[src/rtl/alu_pkg.sv]
// rtl/alu_pkg.sv - shared opcode encodings, FSM states and helpers for the sequential ALU
package alu_pkg;

    localparam int DEFAULT_WIDTH = 16;

    // Encodings produced by the ALU control decoder
    localparam logic [2:0] ALU_SADD = 3'b000;
    localparam logic [2:0] ALU_SSUB = 3'b001;
    localparam logic [2:0] ALU_SMUL = 3'b010;
    localparam logic [2:0] ALU_SDIV = 3'b011;
    localparam logic [2:0] ALU_AND  = 3'b100;
    localparam logic [2:0] ALU_OR   = 3'b101;
    localparam logic [2:0] ALU_UADD = 3'b110;
    localparam logic [2:0] ALU_HALT = 3'b111;

    typedef enum logic [1:0] {
        IDLE = 2'd0,
        ITER = 2'd1,
        FIX  = 2'd2,
        HALT = 2'd3
    } alu_state_t;

    // Two's-complement add overflow from the sign bits alone: operands agree
    // in sign and the sum does not. Subtract uses it with the B sign inverted.
    function automatic logic add_overflow(input logic sign_a, input logic sign_b,
                                          input logic sign_r);
        return (sign_a == sign_b) && (sign_r != sign_a);
    endfunction

endpackage

[src/rtl/seq_muldiv_core.sv]
// rtl/seq_muldiv_core.sv - unsigned one-bit-per-cycle shift-add multiplier / restoring divider
//
// Ports:
//   clk, rst      clock, synchronous active-low reset
//   load          capture lo_init/b_init and mode, reset iteration counter to WIDTH-1
//   step          perform one iteration (multiply or divide step)
//   is_div        mode captured on load: 1 = divide, 0 = multiply
//   lo_init       multiplier (mul) or dividend (div) magnitude
//   b_init        multiplicand (mul) or divisor (div) magnitude
//   hi, lo        mul: {hi,lo} product; div: hi remainder, lo quotient
//   last          iteration counter is at 0 (the current step is the final one)
module seq_muldiv_core
    import alu_pkg::*;
#(
    parameter int WIDTH = DEFAULT_WIDTH
) (
    input  logic             clk,
    input  logic             rst,
    input  logic             load,
    input  logic             step,
    input  logic             is_div,
    input  logic [WIDTH-1:0] lo_init,
    input  logic [WIDTH-1:0] b_init,
    output logic [WIDTH-1:0] hi,
    output logic [WIDTH-1:0] lo,
    output logic             last
);

    localparam int CW = (WIDTH > 1) ? $clog2(WIDTH) : 1;

    logic [WIDTH-1:0] hi_q, lo_q, b_q;
    logic [CW-1:0]    cnt_q;
    logic             div_q;

    logic [WIDTH:0]   mul_sum;
    logic [WIDTH:0]   div_shift;
    logic             div_ge;
    logic [WIDTH-1:0] div_sub;

    // Multiply: add multiplicand when the multiplier LSB is set, then shift the
    // whole {carry,hi,lo} right so the product grows into hi from the top.
    assign mul_sum   = {1'b0, hi_q} + (lo_q[0] ? {1'b0, b_q} : '0);

    // Restoring divide: shift the next dividend bit into the partial remainder.
    // The partial remainder is always below the divisor, so the subtraction
    // result fits in WIDTH bits whenever it is kept.
    assign div_shift = {hi_q, lo_q[WIDTH-1]};
    assign div_ge    = div_shift >= {1'b0, b_q};
    assign div_sub   = div_shift[WIDTH-1:0] - b_q;

    always_ff @(posedge clk) begin
        if (!rst) begin
            hi_q  <= '0;
            lo_q  <= '0;
            b_q   <= '0;
            cnt_q <= '0;
            div_q <= 1'b0;
        end else if (load) begin
            hi_q  <= '0;
            lo_q  <= lo_init;
            b_q   <= b_init;
            div_q <= is_div;
            cnt_q <= CW'(WIDTH - 1);
        end else if (step) begin
            if (div_q) begin
                hi_q <= div_ge ? div_sub : div_shift[WIDTH-1:0];
                lo_q <= {lo_q[WIDTH-2:0], div_ge};
            end else begin
                hi_q <= mul_sum[WIDTH:1];
                lo_q <= {mul_sum[0], lo_q[WIDTH-1:1]};
            end
            cnt_q <= cnt_q - CW'(1);
        end
    end

    assign hi   = hi_q;
    assign lo   = lo_q;
    assign last = (cnt_q == '0);

endmodule

[src/rtl/seq_alu_unit.sv]
// rtl/seq_alu_unit.sv - execution-stage ALU with single-cycle logic/add ops and iterative signed mul/div
//
// Ports:
//   clk, rst         clock, synchronous active-low reset
//   start            operation request, taken only in IDLE (not busy, not halted)
//   aluOp            operation select (see alu_pkg encodings)
//   opA, opB         signed operands (dividend/multiplicand, divisor/multiplier)
//   result           sum / low product / quotient
//   resultHi         high product / remainder, 0 for single-cycle ops
//   done             one-cycle completion pulse; result fields held until next done
//   busy             mul/div in progress
//   overflow         signed overflow of the last completed op
//   divByZero        last completed op was sdiv by zero
//   halted           sticky, set by the halt op, cleared only by reset
module seq_alu_unit
    import alu_pkg::*;
#(
    parameter int WIDTH = DEFAULT_WIDTH
) (
    input  logic             clk,
    input  logic             rst,
    input  logic             start,
    input  logic [2:0]       aluOp,
    input  logic [WIDTH-1:0] opA,
    input  logic [WIDTH-1:0] opB,
    output logic [WIDTH-1:0] result,
    output logic [WIDTH-1:0] resultHi,
    output logic             done,
    output logic             busy,
    output logic             overflow,
    output logic             divByZero,
    output logic             halted
);

    localparam logic [WIDTH-1:0] SMIN = {1'b1, {(WIDTH-1){1'b0}}};

    alu_state_t state_q, state_d;

    logic             accept;
    logic             is_iter_op;
    logic             core_load, core_step, core_last;
    logic [WIDTH-1:0] core_hi, core_lo;
    logic [WIDTH-1:0] abs_a, abs_b;

    // Sign bookkeeping captured at accept time for the FIX cycle
    logic neg_main_q;
    logic neg_rem_q;
    logic is_div_q;
    logic div_ovf_q;

    logic [WIDTH-1:0] add_sum, sub_diff;
    logic [WIDTH-1:0] sc_res, sc_hi;
    logic             sc_ovf, sc_dbz;

    logic [2*WIDTH-1:0] prod_u, prod_s;
    logic [WIDTH-1:0]   quo_s, rem_s;
    logic               mul_ovf;

    assign accept     = start && (state_q == IDLE);
    // Divide by zero never enters the iterative path
    assign is_iter_op = (aluOp == ALU_SMUL) || ((aluOp == ALU_SDIV) && (opB != '0));

    assign abs_a = opA[WIDTH-1] ? -opA : opA;
    assign abs_b = opB[WIDTH-1] ? -opB : opB;

    seq_muldiv_core #(.WIDTH(WIDTH)) u_core (
        .clk     (clk),
        .rst     (rst),
        .load    (core_load),
        .step    (core_step),
        .is_div  (aluOp == ALU_SDIV),
        .lo_init ((aluOp == ALU_SMUL) ? abs_b : abs_a),
        .b_init  ((aluOp == ALU_SMUL) ? abs_a : abs_b),
        .hi      (core_hi),
        .lo      (core_lo),
        .last    (core_last)
    );

    always_comb begin
        state_d   = state_q;
        core_load = 1'b0;
        core_step = 1'b0;
        case (state_q)
            IDLE: begin
                if (start) begin
                    if (aluOp == ALU_HALT) begin
                        state_d = HALT;
                    end else if (is_iter_op) begin
                        state_d   = ITER;
                        core_load = 1'b1;
                    end
                end
            end
            ITER: begin
                core_step = 1'b1;
                if (core_last) begin
                    state_d = FIX;
                end
            end
            FIX:  state_d = IDLE;
            HALT: state_d = HALT;
        endcase
    end

    assign add_sum  = opA + opB;
    assign sub_diff = opA - opB;

    always_comb begin
        sc_res = '0;
        sc_hi  = '0;
        sc_ovf = 1'b0;
        sc_dbz = 1'b0;
        case (aluOp)
            ALU_SADD: begin
                sc_res = add_sum;
                sc_ovf = add_overflow(opA[WIDTH-1], opB[WIDTH-1], add_sum[WIDTH-1]);
            end
            ALU_SSUB: begin
                sc_res = sub_diff;
                sc_ovf = add_overflow(opA[WIDTH-1], ~opB[WIDTH-1], sub_diff[WIDTH-1]);
            end
            ALU_AND:  sc_res = opA & opB;
            ALU_OR:   sc_res = opA | opB;
            ALU_UADD: sc_res = add_sum;
            ALU_SDIV: begin
                // Only reached with opB == 0; nonzero divisors go iterative
                sc_res = '1;
                sc_hi  = opA;
                sc_dbz = 1'b1;
            end
            default: ;
        endcase
    end

    // Sign correction of the unsigned core results
    assign prod_u  = {core_hi, core_lo};
    assign prod_s  = neg_main_q ? -prod_u : prod_u;
    assign quo_s   = neg_main_q ? -core_lo : core_lo;
    assign rem_s   = neg_rem_q ? -core_hi : core_hi;
    assign mul_ovf = prod_s[2*WIDTH-1:WIDTH] != {WIDTH{prod_s[WIDTH-1]}};

    always_ff @(posedge clk) begin
        if (!rst) begin
            state_q    <= IDLE;
            result     <= '0;
            resultHi   <= '0;
            done       <= 1'b0;
            overflow   <= 1'b0;
            divByZero  <= 1'b0;
            halted     <= 1'b0;
            neg_main_q <= 1'b0;
            neg_rem_q  <= 1'b0;
            is_div_q   <= 1'b0;
            div_ovf_q  <= 1'b0;
        end else begin
            state_q <= state_d;
            done    <= 1'b0;
            if (accept) begin
                if (aluOp == ALU_HALT) begin
                    halted    <= 1'b1;
                    done      <= 1'b1;
                    overflow  <= 1'b0;
                    divByZero <= 1'b0;
                end else if (is_iter_op) begin
                    neg_main_q <= opA[WIDTH-1] ^ opB[WIDTH-1];
                    neg_rem_q  <= opA[WIDTH-1];
                    is_div_q   <= (aluOp == ALU_SDIV);
                    // MIN / -1: the magnitude path already yields MIN as quotient
                    div_ovf_q  <= (aluOp == ALU_SDIV) && (opA == SMIN) && (opB == '1);
                end else begin
                    result    <= sc_res;
                    resultHi  <= sc_hi;
                    overflow  <= sc_ovf;
                    divByZero <= sc_dbz;
                    done      <= 1'b1;
                end
            end else if (state_q == FIX) begin
                done      <= 1'b1;
                divByZero <= 1'b0;
                if (is_div_q) begin
                    result   <= quo_s;
                    resultHi <= rem_s;
                    overflow <= div_ovf_q;
                end else begin
                    result   <= prod_s[WIDTH-1:0];
                    resultHi <= prod_s[2*WIDTH-1:WIDTH];
                    overflow <= mul_ovf;
                end
            end
        end
    end

    assign busy = (state_q == ITER) || (state_q == FIX);

endmodule

[config.mk]
export PLATFORM = sky130hd
export DESIGN_NAME = seq_alu_unit
export DESIGN_NICKNAME = d
export VERILOG_FILES = /design/src/rtl/alu_pkg.sv /design/src/rtl/seq_muldiv_core.sv /design/src/rtl/seq_alu_unit.sv
export SDC_FILE = /design/constraint.sdc
export NUM_CORES = 1
export LEC_CHECK = 0
export BUFFER_PORTS_ARGS = -buffer_cell sky130_fd_sc_hd__buf_2
export CELL_PAD_IN_SITES_DETAIL_PLACEMENT = 1
export CELL_PAD_IN_SITES_GLOBAL_PLACEMENT = 2
export CORE_MARGIN = 2
export CORE_UTILIZATION = 32
export DETAILED_ROUTE_END_ITERATION = 7
export PLACE_DENSITY_LB_ADDON = 0.12
export SYNTH_ARGS = -nofsm -noshare
export SYNTH_HDL_FRONTEND = slang
export SYNTH_SLANG_ARGS = --single-unit
export TNS_END_PERCENT = 50
[constraint.sdc]
create_clock -name clk -period 3.2 [get_ports clk]
set_input_delay 0 -clock clk [delete_from_list [all_inputs] [get_ports clk]]
set_output_delay 0 -clock clk [all_outputs]
set_load 0.03 [all_outputs]
==> results_tabular.tex <==
\begin{tabular}{lr}
\hline
Metric & Value \\
\hline
\multicolumn{2}{l}{\textbf{Global routing}} \\
\quad Number of antenna violations at the first check in global routing & 0 \\
\quad Wire length of the first global-routing pass & between 70,000 and 80,000 um \\
\quad Vias in the first global route & around 12,000 \\
\quad Pin count of the biggest net entering global routing & 55 \\
\quad Residual overflow from global routing & 0 \\
\quad Global Route Usage Sum & 27.70\% \\
\multicolumn{2}{l}{\textbf{Worst setup path}} \\
\quad Launch point of the worst reg-to-reg path & u\_core.lo[0]\$\_SDFFE\_PN0P\_ \\
\quad Largest stage delay on the critical path & roughly 0.53 ns \\
\quad Data arrival time of the worst path & between 3 and 4 ns \\
\quad Slowest stage cell, crit path & or4\_1 \\
\quad Most frequent CP cell & buf\_4 \\
\quad Worst EP required & between 3 and 4 ns \\
\quad Critical path launch point type & register \\
\quad CP top delay family & simple AND/OR/NAND/NOR gates \\
\quad Flop2flop setup slack & between 0.15 and 0.2 ns \\
\quad Crit-path max FO & 6 \\
\quad Ordered cell list for the critical path & buf\_4, or4\_1, nor3\_1, buf\_4, nand3\_1, or3\_1, a21o\_1, a211oi\_1, a22oi\_1, o21ai\_1, a31oi\_1 \\
\quad FF-to-FF End & overflow\$\_SDFFE\_PN0P\_ \\
\quad CP bufs+invs & 2 \\
\quad Depth of the worst register-to-register path & 11 \\
\quad Type of the setup path with the least slack & register to register \\
\quad Critical path endpoint category & register \\
\multicolumn{2}{l}{\textbf{Clock tree}} \\
\quad Clock root buffer & clkbuf\_16 \\
\quad Clock tree from TritonCTS & built \\
\quad Total setup buffers inserted after CTS & 0 \\
\quad Number of clock buffers inserted by TritonCTS & 9 \\
\quad Clock transition time at the flip-flop clock pins of the worst setup and hold paths & about 0.08 ns \\
\quad Number of sinks driven by the clock tree & 95 \\
\quad Maximum level of the CTS H-tree & 3 \\
\quad Number of buffers on the longest clock path & 2 \\
\quad Later-pin clock latency in the skew report & 0.37 ns \\
\multicolumn{2}{l}{\textbf{Placed design}} \\
\quad Buffers on Ports & 74 \\
\quad Final GP Congestion & a little over 0.9 \\
\quad Area post-placement & between 10,000 and 15,000 um2 \\
\quad Post-DP HPWL & 38,860 um \\
\quad Minimum setup slack after placement & approximately 0.12 ns \\
\multicolumn{2}{l}{\textbf{Synth}} \\
\quad Count of flip-flops with a built-in enable after synthesis & 0 \\
\quad Post-synth top flop & dfxtp\_1 \\
\quad Warnings from Yosys & 0 \\
\quad Share of Yosys cell area claimed by the top area cell type & $\sim$18\% \\
\quad Number of synthesized register bits & 95 \\
\quad Async set-or-reset flop fraction in the synthesized netlist & 0\% \\
\quad Cells after Synth & approximately 1,500 \\
\quad Library cell with the highest instance count after synthesis & nor2\_1 \\
\quad Synth cell types & 70 \\
\quad Average cell area after synthesis & 7.038 um2 \\
\quad Sequential fraction of the synthesis area & roughly 18\% \\
\quad Cell accounting for the most synthesized area & dfxtp\_1 \\
\quad Area of the mapped netlist & around 11,000 um2 \\
\quad Most numerous cell types in the synthesized netlist & 156 x nor2\_1, 149 x nand2\_1, 101 x a21oi\_1 \\
\quad Main area contributors after synthesis & dfxtp\_1 18\%, ha\_1 11\%, xnor2\_1 6.3\%, nor2\_1 5.5\%, nand2\_1 5.3\% \\
\quad Syn nets & $\sim$1,600 \\
\multicolumn{2}{l}{\textbf{Power and ir drop}} \\
\quad IR drop worst, VDD & approximately 330 uV \\
\quad Leakage power figure & between 5 and 6 nW \\
\quad Pwr dens & 788.1 nW/um2 \\
\quad Total power & roughly 9.8 mW \\
\multicolumn{2}{l}{\textbf{Timing}} \\
\quad Fin worst setup slack & 0.1534 ns \\
\quad Setup TNS & 0 ns \\
\quad Count of final setup violators & 0 \\
\quad Final number of hold-violating endpoints & 0 \\
\quad Final Max Tran Viols & 0 \\
\quad Worst hold slack after final layout & 0.07502 ns \\
\quad Post-route clock period utilization & a little over nine tenths \\
\quad Slew at the pin closest to its max-slew limit & between 0.7 and 0.8 ns \\
\quad Worst clock skew on the final layout & $\sim$0.017 ns \\
\quad Fin crit period & 3.047 ns \\
\quad Tightest slew margin relative to the limit & 47.08\% \\
\quad Max frequency & $\sim$0.33 GHz \\
\multicolumn{2}{l}{\textbf{Drt}} \\
\quad Count of unresolved DRC violations after routing & 0 \\
\quad Number of search-and-repair iterations in the first detailed-routing pass & 4 \\
\quad Detailed Route WL & $\sim$50,000 um \\
\quad Routed length per instance & 23.79 um \\
\quad Routed Antenna Nets & 0 \\
\quad Ratio of routed vias to standard cells & 5.771 \\
\quad DR iter-0 viols & between 700 and 800 \\
\quad Total number of vias & 11,800 \\
\multicolumn{2}{l}{\textbf{Floorplanning}} \\
\quad X dimension of the die & 186.4 um \\
\quad Die area & $\sim$35,000 um2 \\
\quad Row Count & 66 \\
\quad Overall die height & 186.4 um \\
\quad Boundary pin count & 75 \\
\quad Effective utilization at floorplan & between 30\% and 40\% \\
\quad Placeable core area & $\sim$33,000 um2 \\
\multicolumn{2}{l}{\textbf{Cells and area}} \\
\quad Syn-to-layout area delta & 16.23\% \\
\quad Number of antenna repair diodes & 0 \\
\quad Finished layout cell area & 12,380 um2 \\
\quad Final layout net count & 1,730 \\
\quad Share of post-route cells with drive strength above 1 & 14.79\% \\
\multicolumn{2}{l}{\textbf{Worst hold path}} \\
\quad Cell count of the worst hold path & 3 \\
\quad Worst min-delay path startpoint & opA[9] \\
\quad Endpoint, Worst Hold & resultHi[9]\$\_SDFFE\_PN0P\_ \\
\quad Path class of the lowest-slack min-delay path & input port to register \\
\multicolumn{2}{l}{\textbf{Status}} \\
\quad Result of the run & finished clean \\
\multicolumn{2}{l}{\textbf{Run}} \\
\quad Maximum capacitance violations & 0 \\
\hline
\end{tabular}
power by group:
part | internal [mW] | switching [mW]
sequential | 1.49 | 0.273
clock | 0.772 | 0.545
combinational | 2.46 | 4.21
cells by family after synthesis:
logic type / Yosys count / synth area share, %
simple gates: 554 / 24.87
compound gates: 447 / 27.95
buf+inv: 194 / 7.014
xor+xnor: 100 / 8.225
fa+ha+maj: 95 / 11.44
mux: 28 / 2.632
flops: 95 / 17.86
area by class of cell:
type | count | area [um2]
well taps | 442 | 553.0
inverters | 84 | 315.3
clock buffers | 10 | 229.0
clock inverters | 6 | 115.1
multi-input cells | 1224 | 8060
fillers | 4130 | 20240
repair buffers | 183 | 1201
flip-flops and latches | 95 | 1903
sequential cells by signal, indices dropped and copies added (netlist names), 2 cells and up:
signal	flops
u_core.lo	16
u_core.cnt_q	4
u_core.hi	16
result	16
resultHi	16
state_q	2
u_core.b_q	16
layout by cell type, fill, tap and decap left out, drive strengths merged, types with 9 or more instances in the layout:
cell type	count
o21ai	84
buf	183
nand2b	16
a21oi	101
or4	10
a221oi	27
inv	86
o22ai	14
clkbuf	10
o211ai	46
nor3	69
nand2	149
or2	9
xnor2	77
o21a	10
nor4	17
nand4	20
a21o	12
or3	21
nand3	39
xor2	23
nor2b	14
ha	91
and2	14
nor2	156
o31ai	19
mux2i	28
a31oi	24
dfxtp	95
a211oi	29
layer usage:
| metal | track usage [%] | part of all wire [%] |
|---|---|---|
| met3 | 2.501 | 3.7 |
| met5 | 0 | 0 |
| met1 | 37.72 | 46 |
| met4 | 8.369 | 2.7 |
| met2 | 46.37 | 47 |
worst register-to-register path, delay by kind of cell, from the launching register on:
family	cells	cell delay, ns
AO/OA/AOI/OAI	5	0.93
buffers and inverters	2	0.38
flip-flops	1	0.34
AND/OR/NAND/NOR	4	1.28
metrics by stage:
stage | utilization (%) | instances
3_5_place_dp | 36.77 | 2028
3_3_place_gp | 36.77 | 2028
4_1_cts | 37.82 | 2044
5_1_grt | 37.94 | 2044
6_report | 37.94 | 2044
2_1_floorplan | - | 1513
worst max path at each step:
stage / cells after the start / slack (ns) / start / end
2_1_floorplan: 12 / 0.19 / u_core.lo[0]$_SDFFE_PN0P_ / u_core.hi[15]$_SDFFE_PP0P_
3_3_place_gp: 15 / 0.16 / u_core.b_q[0]$_SDFFE_PN0P_ / u_core.hi[15]$_SDFFE_PP0P_
3_5_place_dp: 15 / 0.12 / u_core.lo[0]$_SDFFE_PN0P_ / u_core.hi[15]$_SDFFE_PP0P_
4_1_cts: 15 / 0.10 / u_core.b_q[0]$_SDFFE_PN0P_ / u_core.hi[15]$_SDFFE_PP0P_
5_1_grt: 13 / -0.02 / u_core.lo[0]$_SDFFE_PN0P_ / u_core.hi[15]$_SDFFE_PP0P_
6_report: 11 / 0.15 / u_core.lo[0]$_SDFFE_PN0P_ / overflow$_SDFFE_PN0P_
timing repair:
action,CTS,global route
setup endpoints to repair,0,6
hold buffers,0,0
gates resized for setup,0,9
Note: power is estimated with default switching activity, not from simulation.
